File: src/rtl/fns_cac_enc_seq_if.sv
// ---------------------------------------------------------------------------
// fns_cac_enc_seq_if
// Handshake bundle between a data source, the FNS encoder and the link.
//   datain    : binary data word (source -> encoder)
//   in_valid  : datain is valid (source -> encoder)
//   in_ready  : encoder can accept a word (encoder -> source)
//   codeout   : FNS codeword, bit i carries weight W[i] (encoder -> link)
//   out_valid : codeout is valid (encoder -> link)
//   out_ready : link accepts codeout (link -> encoder)
//   err       : out-of-range input, qualified by out_valid (encoder -> link)
// Modports: master = the side that feeds data in and accepts codewords,
//           slave  = the encoder itself.
// ---------------------------------------------------------------------------
interface fns_cac_enc_seq_if #(
  parameter int N  = 42,
  parameter int DW = 29
) ();
  logic [DW-1:0] datain;
  logic          in_valid;
  logic          in_ready;
  logic [N-1:0]  codeout;
  logic          out_valid;
  logic          out_ready;
  logic          err;

  modport master (
    output datain, in_valid, out_ready,
    input  in_ready, codeout, out_valid, err
  );

  modport slave (
    input  datain, in_valid, out_ready,
    output in_ready, codeout, out_valid, err
  );
endinterface

File: src/rtl/fns_cac_enc_seq.sv
// ---------------------------------------------------------------------------
// fns_cac_enc_seq
// Transmit-side Fibonacci-numeral-system crosstalk-avoidance encoder.
// A DW-bit binary word is converted to an N-bit FNS codeword by greedy
// MSB-first subtraction of the weights W[i] (W[0]=1, W[1]=2, Fibonacci
// recurrence above that), one code bit per clock.
// Ports:
//   clk : system clock, rising edge
//   rst : synchronous, active-high reset
//   bus : fns_cac_enc_seq_if.slave (datain/in_valid/in_ready on the input
//         side, codeout/out_valid/out_ready/err on the output side)
// Timing: acceptance edge T -> out_valid after edge T+N. A word with
// datain >= W[N] skips the subtraction walk and is reported with err=1 and
// codeout=0 right after the acceptance edge.
// ---------------------------------------------------------------------------
module fns_cac_enc_seq #(
  parameter int N  = 42,
  parameter int DW = 29
) (
  input  logic                clk,
  input  logic                rst,
  fns_cac_enc_seq_if.slave    bus
);

  localparam int IW = $clog2(N);

  // Fibonacci weight W[k], 64-bit, evaluated at elaboration only.
  function automatic logic [63:0] fib_w(input int k);
    logic [63:0] a;
    logic [63:0] b;
    logic [63:0] t;
    logic [63:0] res;
    a = 64'd1;
    b = 64'd2;
    for (int j = 2; j <= k; j++) begin
      t = a + b;
      a = b;
      b = t;
    end
    res = (k == 0) ? a : b;
    return res;
  endfunction

  // First weight that no codeword can reach: anything at or above it is
  // out of range.
  localparam logic [63:0] W_LIMIT = fib_w(N);

  typedef enum logic [1:0] {
    S_IDLE = 2'd0,
    S_RUN  = 2'd1,
    S_DONE = 2'd2
  } state_t;

  state_t        r_state;
  logic [DW:0]   r_rem;
  logic [IW-1:0] r_idx;
  logic [N-1:0]  r_work;      // codeword under construction
  logic [N-1:0]  r_code;      // presented codeword, updated only on DONE entry
  logic          r_in_ready;
  logic          r_out_valid;
  logic          r_err;

  // Weight table as constant wires; only indices 0..N-1 exist, so the
  // runtime lookup can never reach W[N] or beyond.
  logic [63:0] w_tab [N];

  genvar gi;
  generate
    for (gi = 0; gi < N; gi++) begin : g_wtab
      localparam logic [63:0] W_I = fib_w(gi);
      assign w_tab[gi] = W_I;
    end
  endgenerate

  logic [63:0]  w_weight;
  logic [63:0]  w_rem64;
  logic [63:0]  w_data64;
  logic [63:0]  w_diff;
  logic         w_take;
  logic         w_oor;
  logic [N-1:0] w_work_next;

  always_comb begin
    w_weight    = w_tab[r_idx];
    w_rem64     = 64'(r_rem);
    w_data64    = 64'(bus.datain);
    w_take      = (w_rem64 >= w_weight);
    w_diff      = w_rem64 - w_weight;
    w_oor       = (w_data64 >= W_LIMIT);
    w_work_next = r_work;
    w_work_next[r_idx] = w_take;
  end

  always_ff @(posedge clk) begin
    if (rst) begin
      r_state     <= S_IDLE;
      r_rem       <= '0;
      r_idx       <= '0;
      r_work      <= '0;
      r_code      <= '0;
      r_in_ready  <= 1'b1;   // masked by rst below while reset is held
      r_out_valid <= 1'b0;
      r_err       <= 1'b0;
    end else begin
      case (r_state)
        S_IDLE: begin
          if (bus.in_valid) begin
            r_rem      <= {1'b0, bus.datain};
            r_idx      <= IW'(N - 1);
            r_work     <= '0;
            r_in_ready <= 1'b0;
            if (w_oor) begin
              r_state     <= S_DONE;
              r_code      <= '0;
              r_err       <= 1'b1;
              r_out_valid <= 1'b1;
            end else begin
              r_state <= S_RUN;
            end
          end
        end

        S_RUN: begin
          if (w_take) begin
            r_rem <= (DW + 1)'(w_diff);
          end
          r_work <= w_work_next;
          if (r_idx == '0) begin
            r_state     <= S_DONE;
            r_code      <= w_work_next;
            r_err       <= 1'b0;
            r_out_valid <= 1'b1;
          end else begin
            r_idx <= r_idx - 1'b1;
          end
        end

        S_DONE: begin
          if (bus.out_ready) begin
            r_state     <= S_IDLE;
            r_out_valid <= 1'b0;
            r_err       <= 1'b0;
            r_in_ready  <= 1'b1;
          end
        end

        default: begin
          r_state     <= S_IDLE;
          r_in_ready  <= 1'b1;
          r_out_valid <= 1'b0;
          r_err       <= 1'b0;
        end
      endcase
    end
  end

  // in_ready is held low for as long as rst is asserted, then comes up in
  // the first cycle after rst falls.
  assign bus.in_ready  = r_in_ready & ~rst;
  assign bus.codeout   = r_code;
  assign bus.out_valid = r_out_valid;
  assign bus.err       = r_err;

endmodule
File: src/flat_wrapper.sv
// flat-port wrapper written by rule: the top's interface ports become plain ports
module fns_cac_enc_seq_flat 
#(
  parameter int N  = 42,
  parameter int DW = 29
)
  (clk, rst, bus_datain, bus_in_valid, bus_out_ready, bus_in_ready, bus_codeout, bus_out_valid, bus_err);
  fns_cac_enc_seq_if #(.N(N), .DW(DW)) bus_i ();
  input  logic clk;
  input  logic rst;
  input wire logic [$bits(bus_i.datain)-1:0] bus_datain;
  input wire logic [$bits(bus_i.in_valid)-1:0] bus_in_valid;
  input wire logic [$bits(bus_i.out_ready)-1:0] bus_out_ready;
  output wire logic [$bits(bus_i.in_ready)-1:0] bus_in_ready;
  output wire logic [$bits(bus_i.codeout)-1:0] bus_codeout;
  output wire logic [$bits(bus_i.out_valid)-1:0] bus_out_valid;
  output wire logic [$bits(bus_i.err)-1:0] bus_err;
  assign bus_i.datain = bus_datain;
  assign bus_i.in_valid = bus_in_valid;
  assign bus_i.out_ready = bus_out_ready;
  assign bus_in_ready = bus_i.in_ready;
  assign bus_codeout = bus_i.codeout;
  assign bus_out_valid = bus_i.out_valid;
  assign bus_err = bus_i.err;
  fns_cac_enc_seq #(.N(N), .DW(DW)) u_core (.clk(clk), .rst(rst), .bus(bus_i));
endmodule
File: config.mk
export PLATFORM = sky130hd
export DESIGN_NAME = fns_cac_enc_seq_flat
export DESIGN_NICKNAME = d
export VERILOG_FILES = /design/src/rtl/fns_cac_enc_seq_if.sv /design/src/rtl/fns_cac_enc_seq.sv /design/src/flat_wrapper.sv
export SDC_FILE = /design/constraint.sdc
export NUM_CORES = 1
export LEC_CHECK = 0
export ABC_CLOCK_PERIOD_IN_PS = 4400
export CORE_ASPECT_RATIO = 1.2
export CORE_MARGIN = 3
export CORE_UTILIZATION = 45
export DETAILED_ROUTE_END_ITERATION = 8
export PLACE_DENSITY = 0.73
export SKIP_LAST_GASP = 1
export SYNTH_ARGS = -nofsm -noshare
export SYNTH_HDL_FRONTEND = slang
export SYNTH_SLANG_ARGS = --single-unit
File: constraint.sdc
create_clock -name clk -period 4.4 [get_ports clk]
set_clock_uncertainty 0.15 [all_clocks]
set_input_delay 0.66 -clock clk [delete_from_list [all_inputs] [get_ports clk]]
set_output_delay 0.66 -clock clk [all_outputs]
set_load 0.02 [all_outputs]
# Yosys cells after proc, flatten, opt, wreduce, memory -nomap -nowiden
# Memory sizes are Yosys's and may differ from the RTL's.
# Index checks and enable logic that the tools add are counted.
classes:
  n_addsub: 2
  n_bitwise: 5
  n_lt_le_gt_ge: 4
  muxes: 25
  n_reduce_logical: 11
  n_eq_ne: 7
ops:
  columns: ["cell", "n"]
  rows:
  - ["$mux 64", 2]
  - ["$pmux 42 s2", 1]
  - ["$ge 30x64->1", 1]
  - ["$mux 30", 2]
  - ["$pmux 30 s2", 1]
  - ["$bwmux 42", 1]
  - ["$mux 42", 1]
  - ["$sub 30x30->30", 1]
  - ["$reduce_and 3->1", 5]
  - ["$mux 6", 2]
  - ["$pmux 6 s2", 1]
  - ["$pmux 1 s3", 3]
  - ["$ge 7x7->1 const B", 1]
  - ["$lt 6x7->1 const B", 1]
  - ["$not 6->7", 1]
  - ["$demux 1 s6", 1]
  - ["$ge 6x1->1 const B", 1]
  - ["$logic_not 6->1", 1]
  - ["$mux 1", 6]
  - ["$mux 2", 3]
  - ["$ne 2x2->1 const B", 3]
  - ["$pmux 2 s3", 1]
  - ["$sub 6x1->6 const B", 1]
  - ["$ne 2x1->1 const B", 2]
  - ["8 further kinds", 11]
totals:
  mem_count: 1
  ff_bits: 125
  output_inout_bits: 45
  inputBits: 33
  elab_cells: 63
  romBits: 4096
mem_list:
  columns: ["name", "depth", "width", "rd", "rd_clocked_by_memory_dff", "wr", "line_no", "text"]
  rows:
  - ["(name not given)", 64, 64, 1, 0, 0, "fns_cac_enc_seq.sv:84", "w_weight = w_tab[r_idx];"]

# Longest topological paths before layout
# Gate-level depths: netlist of the first run.
logic_depth:
  ltp_word: 7
  ltp_mapped: 22

# Worst setup path after synthesis of the first run
# OpenSTA, ideal clock, no wires.
synth_path:
  path_kind: "register to register"
  start: "reg u_core.r_idx[1]"
  end: "reg u_core.r_work[18]"
  setup_slack_ns: -0.153
  required_time_ns: 4.133
  path_buffers: 5
  period_less_slack_ns: 4.553
  arrival_time_ns: 4.286
  stages_incl_launch_ff: 22
  path_cell_list: "dfxtp_1 > clkbuf_1 > clkinv_1 > ha_1 > buf_1 > nor2_1 > a211oi_1 > a31oi_1 > nor2_1 > ha_1 > inv_1 > fa_1 > a21oi_1 > o2111ai_1 > nor3_1 > o211ai_1 > a21oi_1 > buf_2 > nor2_1 > buf_2 > buf_2 > a22o_1"
synth_via:
  elab_chain_cells: 7
synth_rtl:
  columns: ["element", "line_no", "text"]
  rows:
  - ["start, declared", "fns_cac_enc_seq.sv:56", "logic [IW-1:0] r_idx;"]
  - ["start signal, assigned", "fns_cac_enc_seq.sv:109", "r_idx <= IW'(N - 1);"]
  - ["start signal, assigned", "fns_cac_enc_seq.sv:134", "r_idx <= r_idx - 1'b1;"]
  - ["$not 6->7 (not written as such)", "fns_cac_enc_seq.sv:84", null]
  - ["$mem_v2 64x64", null, null]
  - ["$mux 64 (not written as such) (2 in series)", "fns_cac_enc_seq.sv:84", null]
  - ["$ge 30x64->1", "fns_cac_enc_seq.sv:87", "w_take = (w_rem64 >= w_weight);"]
  - ["$bwmux 42 *", "fns_cac_enc_seq.sv:91", "w_work_next[r_idx] = w_take;"]
  - ["$pmux 42 s2 *", "fns_cac_enc_seq.sv:105", "case (r_state)"]
  - ["end signal, assigned", "fns_cac_enc_seq.sv:127", "r_work <= w_work_next;"]
  - ["end, declared", "fns_cac_enc_seq.sv:57", "logic [N-1:0] r_work;"]
# Every way passes the cells marked *; elsewhere a longest branch is shown, timed or not. The select of a mux whose other input is x is not followed.
# A chain may end at the register's enable or synchronous reset.

# Worst setup path after layout of the first run
layout_path:
  start: "reg u_core.r_idx[1]"
  end: "reg u_core.r_rem[29]"
layout_via:
  elab_chain_cells: 7
layout_rtl:
  columns: ["element", "line_no", "text"]
  rows:
  - ["$not 6->7 (not written as such) *", "fns_cac_enc_seq.sv:84", null]
  - ["$mem_v2 64x64 *", null, null]
  - ["$mux 64 (not written as such) * (2 in series)", "fns_cac_enc_seq.sv:84", null]
  - ["$ge 30x64->1 or $sub 30x30->30 (tied branches)", "fns_cac_enc_seq.sv:87, fns_cac_enc_seq.sv:88", null]
  - ["$ne 2x1->1 (no line) or $mux 30 (tied branches)", null, null]
  - ["$reduce_and 3->1 (no line) or $pmux 30 s2 (tied branches)", null, null]
  - ["end signal, assigned", "fns_cac_enc_seq.sv:108", "r_rem <= {1'b0, bus.datain};"]
  - ["end signal, assigned", "fns_cac_enc_seq.sv:125", "r_rem <= (DW + 1)'(w_diff);"]
  - ["end, declared", "fns_cac_enc_seq.sv:55", "logic [DW:0] r_rem;"]
# Marked as above.

==> impl_metrics.yaml, run 1 <==
outcome:
  status: "completed"
global_routing:
  grt_start_max_net_pins: 84
  grt_pass1_vias: 7995
  grt_pass1_wl_mm: 40.4
  antenna_found_initial: 0
  grt-ovfl-total: 0
  grtUsageTotal_pct: 25.1
yosys:
  synth_nets: 1192
  synthAdderAreaFrac_pct: 6.12
  avgSynthCellArea_um2: 7.23
  synth_seq_cells: 124
  synth_edf_count: 0
  yosysSeqAreaShare_pct: 30.6
  synth-async-reset-ratio_pct: 0
  ys_types: 66
  synthCells: 1120
  synthesis.area_um2: 8100
  synth-main-ff-cell: "dfxtp_1"
  synth_compound_area_share_pct: 32.8
  yosys.area_share.simple_pct: 22.2
  yosysTopAreaCell: "dfxtp_1"
  yosysWarnings: 0
  synthTopCellsByArea: "dfxtp_1, nor2_1, a21oi_1, o21ai_0, ha_1"
  muxShareOfSynthArea_pct: 0.865
  synth_top_area_share_pct: 30.6
  synthXorXnorAreaFrac_pct: 2.16
  synth_top_family_by_area: "compound AO/OA/AOI/OAI gates"
power:
  p_sw_share_pct: 45.3
  ir_worst_vdd_mv: 0.538
  p_comb_share_pct: 62.2
  p_sw_uw: 3430
  power_uw: 7580
  seq_power_share_pct: 18.4
  p_leak_uw: 0.00380
  pwr-share-clk_pct: 19.4
  power.internal_uw: 4150
  powerDensity_nw_per_um2: 757
detailed_routing:
  drtPass1Iterations: 6
  wl_mm: 25.0
  ant_nets: 0
  vias: 8531
  viasPerCell: 6.02
  drt-initial-drc-count: 764
  drc: 0
  post_drt_wl_per_cell_um: 17.6
sta:
  rsz0062_at_grt: "false"
  slew_headroom_pct: 42.5
  tightest_slew_ns: 0.863
  holdWs_ns: 0.290
  max_freq_ghz: 0.241
  post-route-period-util_pct: 94.4
  finalHoldViolations: 0
  report.final.slew_viol_count: 0
  period_minus_slack_ns: 4.15
  finalSetupTns_ns: 0
  setup_viol: 0
clocking:
  cts_buffers: 17
  insertion_delay_ns: 0.43
  cts-root-buf: "clkbuf_16"
  path_clk_slew_ns: 0.06
  clock-sinks: 124
  h-tree-depth: 4
  cts_hold_buf: 0
  cts_tree: "built"
  ctsLongestPathBuffers: 2
critical_path:
  cp_cell_sequence: "clkinv_2 > buf_4 > ha_1 > buf_4 > a21boi_1 > o211ai_1 > ha_1 > nand3_1 > o2111ai_1 > nor3_1 > buf_4 > o211ai_1 > a21oi_4 > buf_12 > nand2b_1 > or4b_1 > nand2_1"
  required_ns: 4.63
  worstSetupStartpointType: "flop"
  critPathBufInv: 5
  cp_top_family: "compound AO/OA/AOI/OAI gates"
  worstPathMaxFanout: 10
  critical_path.max_stage_delay_ns: 0.49
  end_kind: "flop"
  path_class: "flop to flop"
  worst_path_max_delay_cell: "or4b_1"
  cp_common_cell: "buf_4"
  crit_arrival_ns: 4.38
floorplan:
  core_area_um2: 17600
  row_count: 53
  ios: 78
  initial_core_util_pct: 46.1
  die_h_um: 153
  chipWidth_um: 128
  die_area_um2: 19700
layout:
  fin_nets: 1256
  fin_cells: 1417
  area_growth_pct: 23.6
  nFillCells: 1664
  final_layout_size_suffix_gt1_share_pct: 9.36
  num_antenna_cells: 0
job:
  drv_cap: 0
min_path:
  hp-class: "flop to flop"
place:
  dpl.hpwl_mm: 17.4
  gp_congestion: 0.988
  place_inst: 1383
  io_buffer_count: 76
==> stage by stage <==
step           cell area, um^2  setup slack, ns  util (%)
6_report                 10000            0.247      57.0
5_1_grt                  10000          0.00753      57.0
4_1_cts                   9930           0.0728      56.5
3_5_place_dp              9310            0.111      53.0
3_3_place_gp              9310          -0.0288      53.0
2_1_floorplan             8100         0.000230         -
==> layer usage <==
layer / track usage [%] / part of all wire, %
met5: 0 / 0
met4: 9.96 / 3.3
met2: 42.6 / 49
met1: 31.7 / 43
met3: 3.74 / 5.0
==> area by class of cell <==
cell class / count / area (um^2) / area share, %
clock buffers: 18 / 439 / 4.38
clock inverters: 14 / 173 / 1.72
inverters: 16 / 61.3 / 0.612
multi-input cells: 889 / 5260 / 52.5
flip-flops and latches: 124 / 2480 / 24.8
well taps: 220 / 275 / 2.75
repair buffers: 136 / 1320 / 13.2
==> path summary, 6_finish.rpt <==
| kind | startpoint | end | slack [ns] | cells after the start |
|---|---|---|---|---|
| max reg2reg | u_core.r_idx[1] | u_core.r_rem[29] | 0.25 | 17 |
| max | u_core.r_idx[1] | u_core.r_rem[29] | 0.25 | 17 |
| min | u_core.bus.out_valid | u_core.bus.out_valid | 0.29 | 2 |
| min reg2reg | u_core.bus.out_valid | u_core.bus.out_valid | 0.29 | 2 |
==> state kept, by name, indices dropped and copies added, names as in the netlist <==
register	count
u_core.bus.codeout	42
u_core.r_work	42
u_core.r_rem	30
u_core.r_idx	6
u_core.r_state	2
u_core.bus.out_valid	1
u_core.r_in_ready	1
==> worst reg2reg max path, stage by stage (launching register included) <==
cell and delay, ns:
dfxtp_1 0.39, clkinv_2 0.08, buf_4 0.17, ha_1 0.29, buf_4 0.20, a21boi_1 0.28, o211ai_1 0.22, ha_1 0.47
nand3_1 0.10, o2111ai_1 0.23, nor3_1 0.08, buf_4 0.15, o211ai_1 0.26, a21oi_4 0.10, buf_12 0.16, nand2b_1 0.21
or4b_1 0.49, nand2_1 0.07
==> Yosys cell counts, drive strengths merged, types with 6 or more instances <==
library cell,count
buf,19
nor2b,11
inv,15
a22o,38
o211ai,11
nor3,14
a22oi,6
and3,6
nand4,7
clkbuf,72
nand2,104
a21o,10
a31oi,18
ha,38
dfxtp,124
a21oi,109
nand2b,14
or3,6
nor2,198
xnor2,13
mux2i,7
a211oi,49
xor2,7
nand3,30
o21ai,100
o22ai,8
a311oi,15
==> kinds of logic (layout without fill, tap and decap cells) <==
| group | after synthesis | in the layout |
|---|---|---|
| AOI/OAI and AO/OA | 410 | 410 |
| xor gates and xnor gates | 20 | 20 |
| adders and majority gates | 39 | 39 |
| buffers and inverters | 107 | 184 |
| DFF | 124 | 124 |
| muxes | 7 | 7 |
| other | 1 | 1 |
| and+or+nand+nor | 412 | 412 |
==> cells in the final DEF, fill, tap and decap left out, types with 6 or more instances in the layout <==
cell type and instances:
clkbuf_16 18, o211ai_1 11, ha_1 34, clkdlybuf4s50_1 75, o22ai_1 8, a21o_1 10, or3_1 6, a211oi_1 48
o21ai_0 97, inv_1 15, mux2i_1 7, a21oi_1 106, xnor2_1 13, nand4_1 7, and3_1 6, xor2_1 7
buf_4 51, nand2b_1 14, nand2_1 104, nor2_1 195, nor2b_1 9, a31oi_1 18, a22oi_1 6, a311oi_1 15
a22o_1 38, nand3_1 30, nor3_1 13, buf_12 8, dfxtp_1 124
==> timing repair <==
item                                    CTS  global route
setup buffers                             0             1
resized for setup                         0            15
endpoints found under the setup margin    0           109
==> power groups by stage <==
stage	Sequential, uW	Combinational (uW)	Clock, uW
final	1400	4710	1470
after global routing	1410	5180	1540
after CTS	1390	4430	1490
after detailed placement	1420	4400	0
after global placement	1410	4390	0
after floorplan	1390	3110	0
(Power assumes the default switching activity.)
==> inputs of run 2 (changes only) <==
--- a/config.mk
+++ b/config.mk
@@ -6,6 +6,7 @@
 export NUM_CORES = 1
 export LEC_CHECK = 0
 export ABC_CLOCK_PERIOD_IN_PS = 4400
+export CAP_MARGIN = 20
 export CORE_ASPECT_RATIO = 1.2
 export CORE_MARGIN = 3
 export CORE_UTILIZATION = 45
==> results of run 2 <==
Final layout, timing and power as in run 1 (identical DEF).
